File: config.mk
export PLATFORM = sky130hd
export DESIGN_NAME = uart_tx_sched
export DESIGN_NICKNAME = d
export VERILOG_FILES = /design/src/rtl/uart_tx_sched.sv
export SDC_FILE = /design/constraint.sdc
export NUM_CORES = 1
export LEC_CHECK = 0
export CORE_MARGIN = 4
export CORE_UTILIZATION = 41
export CTS_CLUSTER_SIZE = 30
export DETAILED_ROUTE_END_ITERATION = 10
export PLACE_DENSITY = 0.85
export SLEW_MARGIN = 10
export SYNTH_ARGS = -nofsm -noshare
export SYNTH_HDL_FRONTEND = slang
export SYNTH_SLANG_ARGS = --single-unit
export TNS_END_PERCENT = 1
File: constraint.sdc
create_clock -name clk -period 2.4 [get_ports clk]
set_input_delay 0.48 -clock clk [delete_from_list [all_inputs] [get_ports clk]]
set_output_delay 0.48 -clock clk [all_outputs]
set_load 0.05 [all_outputs]
File: src/rtl/uart_tx_sched.sv
// uart_tx_sched: round-robin arbiter that shares one byte-wide uart_tx among
// NREQ requesters. Level req/ack handshakes are turned into the transmitter's
// rising-edge send / busy protocol. A minimum idle gap is enforced between
// bytes, and a watchdog aborts a send that never sees busy.
//
// Ports
//   clk          clock, rising edge
//   reset        asynchronous, active-high
//   req          per-requester byte-pending level, held until matching ack
//   req_data     byte i at req_data[8*i+7:8*i], stable while req[i]
//   ack          one-cycle pulse when the granted byte finished or aborted
//   err_timeout  one-cycle pulse alongside ack on a watchdog abort
//   tx_send      to uart_tx send; rising edge starts a byte
//   tx_data      to uart_tx data_in; latched at grant
//   tx_busy      from uart_tx busy
//   active_id    index of the granted requester (valid when !idle)
//   idle         1 while the scheduler is in IDLE
module uart_tx_sched #(
  parameter int unsigned NREQ        = 4,
  parameter int unsigned TIMEOUT_CYC = 8,
  parameter int unsigned GAP_CYC     = 2
) (
  input  logic                     clk,
  input  logic                     reset,
  input  logic [NREQ-1:0]          req,
  input  logic [8*NREQ-1:0]        req_data,
  output logic [NREQ-1:0]          ack,
  output logic                     err_timeout,
  output logic                     tx_send,
  output logic [7:0]               tx_data,
  input  logic                     tx_busy,
  output logic [$clog2(NREQ)-1:0]  active_id,
  output logic                     idle
);

  localparam int unsigned IDW = $clog2(NREQ);
  localparam int unsigned TW  = $clog2(TIMEOUT_CYC + 1);
  localparam int unsigned GW  = $clog2(GAP_CYC + 1);

  localparam logic [1:0] S_IDLE      = 2'd0;
  localparam logic [1:0] S_SEND      = 2'd1;
  localparam logic [1:0] S_WAIT_DONE = 2'd2;
  localparam logic [1:0] S_GAP       = 2'd3;

  logic [1:0]      state,       state_d;
  logic [IDW-1:0]  rr_ptr,      rr_ptr_d;
  logic [TW-1:0]   tmo_cnt,     tmo_cnt_d;
  logic [GW-1:0]   gap_cnt,     gap_cnt_d;
  logic [NREQ-1:0] ack_d;
  logic            err_timeout_d;
  logic            tx_send_d;
  logic [7:0]      tx_data_d;
  logic [IDW-1:0]  active_id_d;
  logic            idle_d;

  logic            grant_valid;
  logic [IDW-1:0]  grant_id;
  logic [IDW-1:0]  scan_idx;

  // Rotating priority search: first set req starting just after rr_ptr.
  always_comb begin
    grant_valid = 1'b0;
    grant_id    = '0;
    scan_idx    = '0;
    for (int unsigned k = 1; k <= NREQ; k++) begin
      scan_idx = IDW'((32'(rr_ptr) + k) % NREQ);
      if (!grant_valid && req[scan_idx]) begin
        grant_valid = 1'b1;
        grant_id    = scan_idx;
      end
    end
  end

  // Next-state and next-output logic; every output is registered below.
  always_comb begin
    state_d       = state;
    rr_ptr_d      = rr_ptr;
    tmo_cnt_d     = tmo_cnt;
    gap_cnt_d     = gap_cnt;
    ack_d         = '0;
    err_timeout_d = 1'b0;
    tx_send_d     = tx_send;
    tx_data_d     = tx_data;
    active_id_d   = active_id;

    case (state)
      S_IDLE: begin
        tx_send_d = 1'b0;
        if (grant_valid) begin
          state_d     = S_SEND;
          tx_send_d   = 1'b1;
          tx_data_d   = req_data[{grant_id, 3'b000} +: 8];
          active_id_d = grant_id;
          rr_ptr_d    = grant_id;
          tmo_cnt_d   = '0;
        end
      end
      S_SEND: begin
        if (tx_busy) begin
          tx_send_d = 1'b0;
          state_d   = S_WAIT_DONE;
        end else if (tmo_cnt == TW'(TIMEOUT_CYC - 1)) begin
          // Watchdog: transmitter never acknowledged the send edge.
          tx_send_d     = 1'b0;
          ack_d         = NREQ'(1) << active_id;
          err_timeout_d = 1'b1;
          gap_cnt_d     = '0;
          state_d       = S_GAP;
        end else begin
          tmo_cnt_d = tmo_cnt + TW'(1);
        end
      end
      S_WAIT_DONE: begin
        tx_send_d = 1'b0;
        if (!tx_busy) begin
          ack_d     = NREQ'(1) << active_id;
          gap_cnt_d = '0;
          state_d   = S_GAP;
        end
      end
      S_GAP: begin
        // Keeps send low long enough that the next rising edge is seen.
        tx_send_d = 1'b0;
        if (gap_cnt == GW'(GAP_CYC - 1)) begin
          state_d = S_IDLE;
        end else begin
          gap_cnt_d = gap_cnt + GW'(1);
        end
      end
      default: begin
        tx_send_d = 1'b0;
        state_d   = S_IDLE;
      end
    endcase

    idle_d = (state_d == S_IDLE);
  end

  // State and output registers.
  always_ff @(posedge clk or posedge reset) begin
    if (reset) begin
      state       <= S_IDLE;
      rr_ptr      <= IDW'(NREQ - 1);
      tmo_cnt     <= '0;
      gap_cnt     <= '0;
      ack         <= '0;
      err_timeout <= 1'b0;
      tx_send     <= 1'b0;
      tx_data     <= '0;
      active_id   <= '0;
      idle        <= 1'b1;
    end else begin
      state       <= state_d;
      rr_ptr      <= rr_ptr_d;
      tmo_cnt     <= tmo_cnt_d;
      gap_cnt     <= gap_cnt_d;
      ack         <= ack_d;
      err_timeout <= err_timeout_d;
      tx_send     <= tx_send_d;
      tx_data     <= tx_data_d;
      active_id   <= active_id_d;
      idle        <= idle_d;
    end
  end

endmodule

# After elaboration in Yosys (flattened, before gate mapping)
# Index checks and enable logic that the tools add are counted.
# op_classes
addsub	6
n_eq_ne	12
magnitude_cmp	4
n_mux	42
n_shift	2
n_reduce_logical	14
# ops
cell	n
32-bit by 6-bit indexed part select with 8-bit output	1
2-bit two-way mux	13
4-bit two-way mux	6
4-bit case mux with 2 select lines	2
1-bit two-way mux	14
2-bit by 3-bit < comparator with 1-bit output (second input constant)	4
2-bit != test (second input constant)	6
1-bit binary-select mux with 2-bit select	4
2-bit case mux with 4 select lines	1
2-bit by 1-bit adder with 2-bit output (second input constant)	3
2-bit case mux with 3 select lines	1
5-bit AND reduction	1
2-bit adder (second input constant)	2
4-bit by 1-bit adder with 4-bit output (second input constant)	1
2-bit by 1-bit == test with 1-bit output (second input constant)	2
2-bit == test (second input constant)	2
4-bit by 3-bit == test with 1-bit output (second input constant)	1
2-bit logical NOT	2
4-bit AND reduction	1
1-bit by 2-bit left shift with 4-bit output (first input constant)	1
1-bit logical AND	3
1-bit logical NOT	3
3-bit != test (second input constant)	1
1-bit case mux with 3 select lines	1
4 further kinds	4
# totals
elab_cells	90
register_bits	27
input_bits	39
output_inout_bits	17

# Logic depth before layout (Yosys ltp)
# logic_depth
word_depth	16
depth_mapped	8
ltp_nobuf	7

# Worst setup path before layout
# OpenSTA, ideal clock, no wires.
# synth_path
kind	flip-flop to flip-flop
start	register rr_ptr[1]
end	register tx_data[0]
setup_ns	0.139
path_stages_with_launch	9
period_less_slack_ns	1.701
arrival_time_ns	1.562
t_required_ns	2.261
slack_ns	0.699
n_path_buf	3
path_cell_list	dfstp_2 > buf_4 > nand2_1 > a21oi_1 > o221a_1 > buf_6 > buf_12 > mux2i_1 > o221ai_1
# synth_between
elab_chain_len	14
word_cells_on_any_way	28
cone_classes	add/sub (4); shift (1); mux (16); reduce/logical (7)
# synth_rtl
element	line	source
from (decl)	46	logic [IDW-1:0] rr_ptr, rr_ptr_d;
from (signal assigned)	143	rr_ptr <= IDW'(NREQ - 1);
from (signal assigned)	154	rr_ptr <= rr_ptr_d;
2-bit by 1-bit adder with 2-bit output	66	scan_idx = IDW'((32'(rr_ptr) + k) % NREQ);
1-bit binary-select mux with 2-bit select	67	if (!grant_valid && req[scan_idx]) begin
1-bit two-way mux (implied by the code)	67	
1-bit two-way mux	67	
1-bit logical NOT	67	
1-bit logical AND	67	
1-bit two-way mux	67	
1-bit logical NOT	67	
1-bit logical AND	67	
1-bit two-way mux	67	
1-bit logical NOT	67	
1-bit logical AND	67	
2-bit two-way mux / 1-bit two-way mux (equally long branches)	67	
32-bit by 6-bit indexed part select with 8-bit output / 2-bit AND reduction (equally long branches)	--	
to (signal assigned)	160	tx_data <= tx_data_d;
to (decl)	30	output logic [7:0] tx_data,
# Several ways; a longest one is shown, not always the timed one. The select of a mux whose other input is x is not followed.
# A chain may end at the register's enable or synchronous reset.

# Worst setup path in the final report
# layout_path
start	register idle
end	output idle
# layout_rtl
element	line	source
from (decl)	33	output logic idle
from (signal assigned)	162	idle <= idle_d;
# No word-level cell between the ends.

==> impl.org <==
** Logic synthesis
- Synthesis warning total :: 0
- Ranked by total cell area, the synthesized netlist is headed by dfrtp_1 (39%), mux2i_1 (11%), ha_1 (5.8%).
- In this run the mean area of a mapped cell was 9.944 sq um.
- Prevailing post-synth register cell :: dfrtp_1
- Of the synthesized area, sequential elements account for 0.4465.
- Net count after synthesis :: 199
- Post-synthesis sequential element count :: 27
- Top-area cell type share of the netlist area :: 0.3947
- Syn Inst Count :: 153
- The synthesized design contains 0 enable-type register cells.
- In this run, distinct cell masters in the synthesized netlist total 38.
- Cell type with the highest aggregate area in the netlist :: dfrtp_1
- Post-Syn Area :: 1521 sq um
- After synthesis, the share of flip-flops with an asynchronous set or reset is 1.000.

** Die
- From bottom edge to top edge, the die measures 68.92 um.
- Core box area :: 3468 sq um
- From left edge to right edge, the die measures 68.92 um.
- 56 I/O pins were placed.
- Initial core utilization :: 0.4387
- Die area :: 4749 sq um
- In this run the core area contains 21 standard-cell rows.

** Final layout
- Antenna diode count :: 0
- The count of cells in the finished layout, fillers not included, comes to 256.
- At the end of the flow, the number of nets in the layout was 257.
- The area growth from synthesis to layout is 42.43%.
- In the final layout, the share of cells above drive strength 1 is 0.07619.

** Detailed routing
- Dividing the detail-routed wire length by the instance count gives 14.36 um.
- After detailed routing, the number of remaining DRC violations is 0.
- For this block, the routed nets add up to 3.675 mm of wire.
- Initial DRC count :: 70
- Post-detailed-route count of antenna-violating nets :: 0
- Total via count in the routed design :: 1,327
- Using the TritonRoute via totals, the vias-per-cell ratio works out to 5.184.
- The pre-antenna-repair detailed-routing pass consisted of 4 iterations.

** Clock network
- For the worst-skew pair, the clock arrives at the later sink with an insertion delay of 0.28 ns.
- Counting every sink on the clock net gives 27.
- TritonCTS created 3 clock buffers.
- TritonCTS built the clock tree.
- The number of hold buffers added after CTS was 0.
- Post-CTS repair changed the size of 0 cells.
- Clock-pin slew was measured on the worst setup and hold paths at 0.09 ns.
- Post-CTS timing repair inserted 0 buffers for setup.
- Clock tree buffer depth :: 2
- In this run the number of H-tree levels came out at 1.
- The cell sitting at the root of the clock tree is a clkbuf_8.

** STA
- Final hold vios :: 0
- Final cycle utilization of the critical path :: 0.8603
- Setup violations remaining at the end of the flow were counted as 0.
- Actual slew at the worst max-slew pin :: 0.5137 ns
- Headroom to the max-slew limit came out at 0.6565.
- After layout, the minimum clock period comes to 2.065 ns.
- Unrepaired setup endpoints after global routing :: false
- Highest achievable clock rate :: 0.4843 GHz
- The final-report max-slew violation count came to 0.
- Worst Skew :: 0.007376 ns
- For the final routed database, the setup TNS stands at 0 ns.

** Worst setup path
- At the worst endpoint, the required time is 1.92 ns.
- Worst r2r src :: state[1]$_DFF_PP0_
- Largest driver fanout on the critical path :: 1
- Logic depth of the worst path, buffers included :: 1
- Sort of element at the start of the critical path :: flip-flop
- Family with the most delay on the worst path :: buffers and inverters
- CP peak stage delay :: 0.79 ns
- Walking the worst path, the cells encountered are clkdlybuf4s50_1.
- Kind of end point of the critical path :: output pin
- The most critical setup path has its startpoint at idle$_DFF_PP1_.
- WP buf/inv :: 1
- The critical path is of the reg -> out type.
- Signal arrival time at the worst endpoint :: 1.58 ns
- The slowest stage of the critical path belongs to the cell clkdlybuf4s50_1.
- The worst register-to-register path has a depth of 7.

** Global routing
- Initial antenna violation count :: 0
- Final global-route overflow total :: 0
- Maximum number of pins on one net before global-route repair :: 28
- Number of global-route vias before repair :: 1,334
- Overall Global Routing Usage :: 0.1618
- The first global-routing pass estimated 5.761 mm of wire.

** Worst hold path
- Worst min-delay path category :: reg -> reg
- The worst hold path was traced through 2 stages.
- Source of the worst hold timing path :: tx_data[7]$_DFFE_PP0P_

** Placed design
- DP Cell Count :: 252
- DP HPWL :: 2.951 mm
- Placer congestion estimate :: 0.8154
- During placement, the flow inserted port buffers numbering 55.

** Pwr
- Leak Pwr :: 0.9588 nW
- Across the VDD grid, the largest voltage drop is 0.0006054 V.
- Power spread over the standard cell area amounts to 1167 nW/um^2.

** Job
- Max-capacitance violation count :: 0

** Status
- Run status :: complete, no violations
## cells in the mapped netlist, drive strengths merged (2+ instances only)
cell type  instances
o21ai              3
nor2              13
a21oi              8
o221ai             8
nand2b             3
dfrtp             24
dfstp              3
mux2i             17
o22ai              2
ha                 7
nand2             23
inv                7
xor2               2
nor3b              2
nor3               2
buf                6
nand3              4
nor2b              2
or2                2
## final timing paths
kind | endpoint | slack (ns)
setup / recovery | idle | 0.34
hold / removal | tx_data[7]$_DFFE_PP0P_ | 0.49
setup reg to reg | tmo_cnt[2]$_DFFE_PP0P_ | 0.56
hold reg to reg | tx_data[7]$_DFFE_PP0P_ | 0.49
max in group asynchronous | idle$_DFF_PP1_ | 1.54
min in group asynchronous | tx_data[3]$_DFFE_PP0P_ | 0.56
## cells by family after synthesis
| family | Yosys count | synth area share |
|---|---|---|
| AND/OR/NAND/NOR | 58 | 0.1818 |
| flip-flops | 27 | 0.4466 |
| AO/OA/AOI/OAI | 28 | 0.1308 |
| adder cells (fa/ha/maj) | 7 | 0.05756 |
| multiplexers | 18 | 0.1192 |
| XOR/XNOR | 2 | 0.01152 |
| buffers and inverters | 13 | 0.05263 |
## cell type report
cell class | instances | area (sq um)
inverters | 7 | 26.28
well taps | 46 | 57.56
clock inverters | 1 | 7.507
clock buffers | 3 | 41.29
multi-input cells | 113 | 762.0
repair buffers | 59 | 593.1
flip-flops and latches | 27 | 679.4
fillers | 318 | 1301
## worst reg2reg max path, stage by stage (launching register included)
cell      delay, ns
dfrtp_1        0.42
inv_1          0.14
ha_1           0.35
nand2b_1       0.17
o22ai_1        0.29
nand3_1        0.14
xor2_1         0.18
nor2_1         0.06
## registers in the layout (all words and copies together) (netlist names)
register and count:
ack 4, active_id 2, err_timeout 1, gap_cnt 2, idle 1, rr_ptr 2, state 2, tmo_cnt 4
tx_data 8, tx_send 1
## layer usage
metal / part of all wire / global-route usage / vias to the layer above
met5: 0 / 0 / -
met4: 0.013 / 0.05353 / 0
met3: 0.032 / 0.02917 / 6
met2: 0.52 / 0.2845 / 23
met1: 0.44 / 0.1988 / 642
li1: - / - / 656
## per-stage QoR
stage	hold WS [ns]	total power, W	setup slack [ns]	area (sq um)	util
global placement	0.4709	0.002244	0.2656	2118	0.6108
finish	0.4895	0.002530	0.3352	2167	0.6248
CTS	0.4970	0.002555	0.3182	2167	0.6248
global route	0.5249	0.002731	0.2930	2167	0.6248
floorplan	0.4535	0.001846	0.6990	1521	-
detailed placement	0.4739	0.002282	0.1696	2118	0.6108
## power breakdown
part | internal, W | switching, W | leakage, nW
clock network | 0.000118 | 0.000146 | 0.0217
logic | 0.000587 | 0.000913 | 0.595
registers | 0.000639 | 0.000126 | 0.342
total | 0.00134 | 0.00119 | 0.959
## cells in the final DEF, fill, tap and decap left out, types with 4 or more instances in the layout
| cell | n |
|---|---|
| a21oi_1 | 8 |
| clkdlybuf4s50_1 | 55 |
| dfrtp_1 | 24 |
| ha_1 | 7 |
| inv_1 | 7 |
| mux2i_1 | 17 |
| nand2_1 | 23 |
| nand3_1 | 4 |
| nor2_1 | 13 |
| o221ai_1 | 8 |
Note: power is estimated with default switching activity, not from simulation.
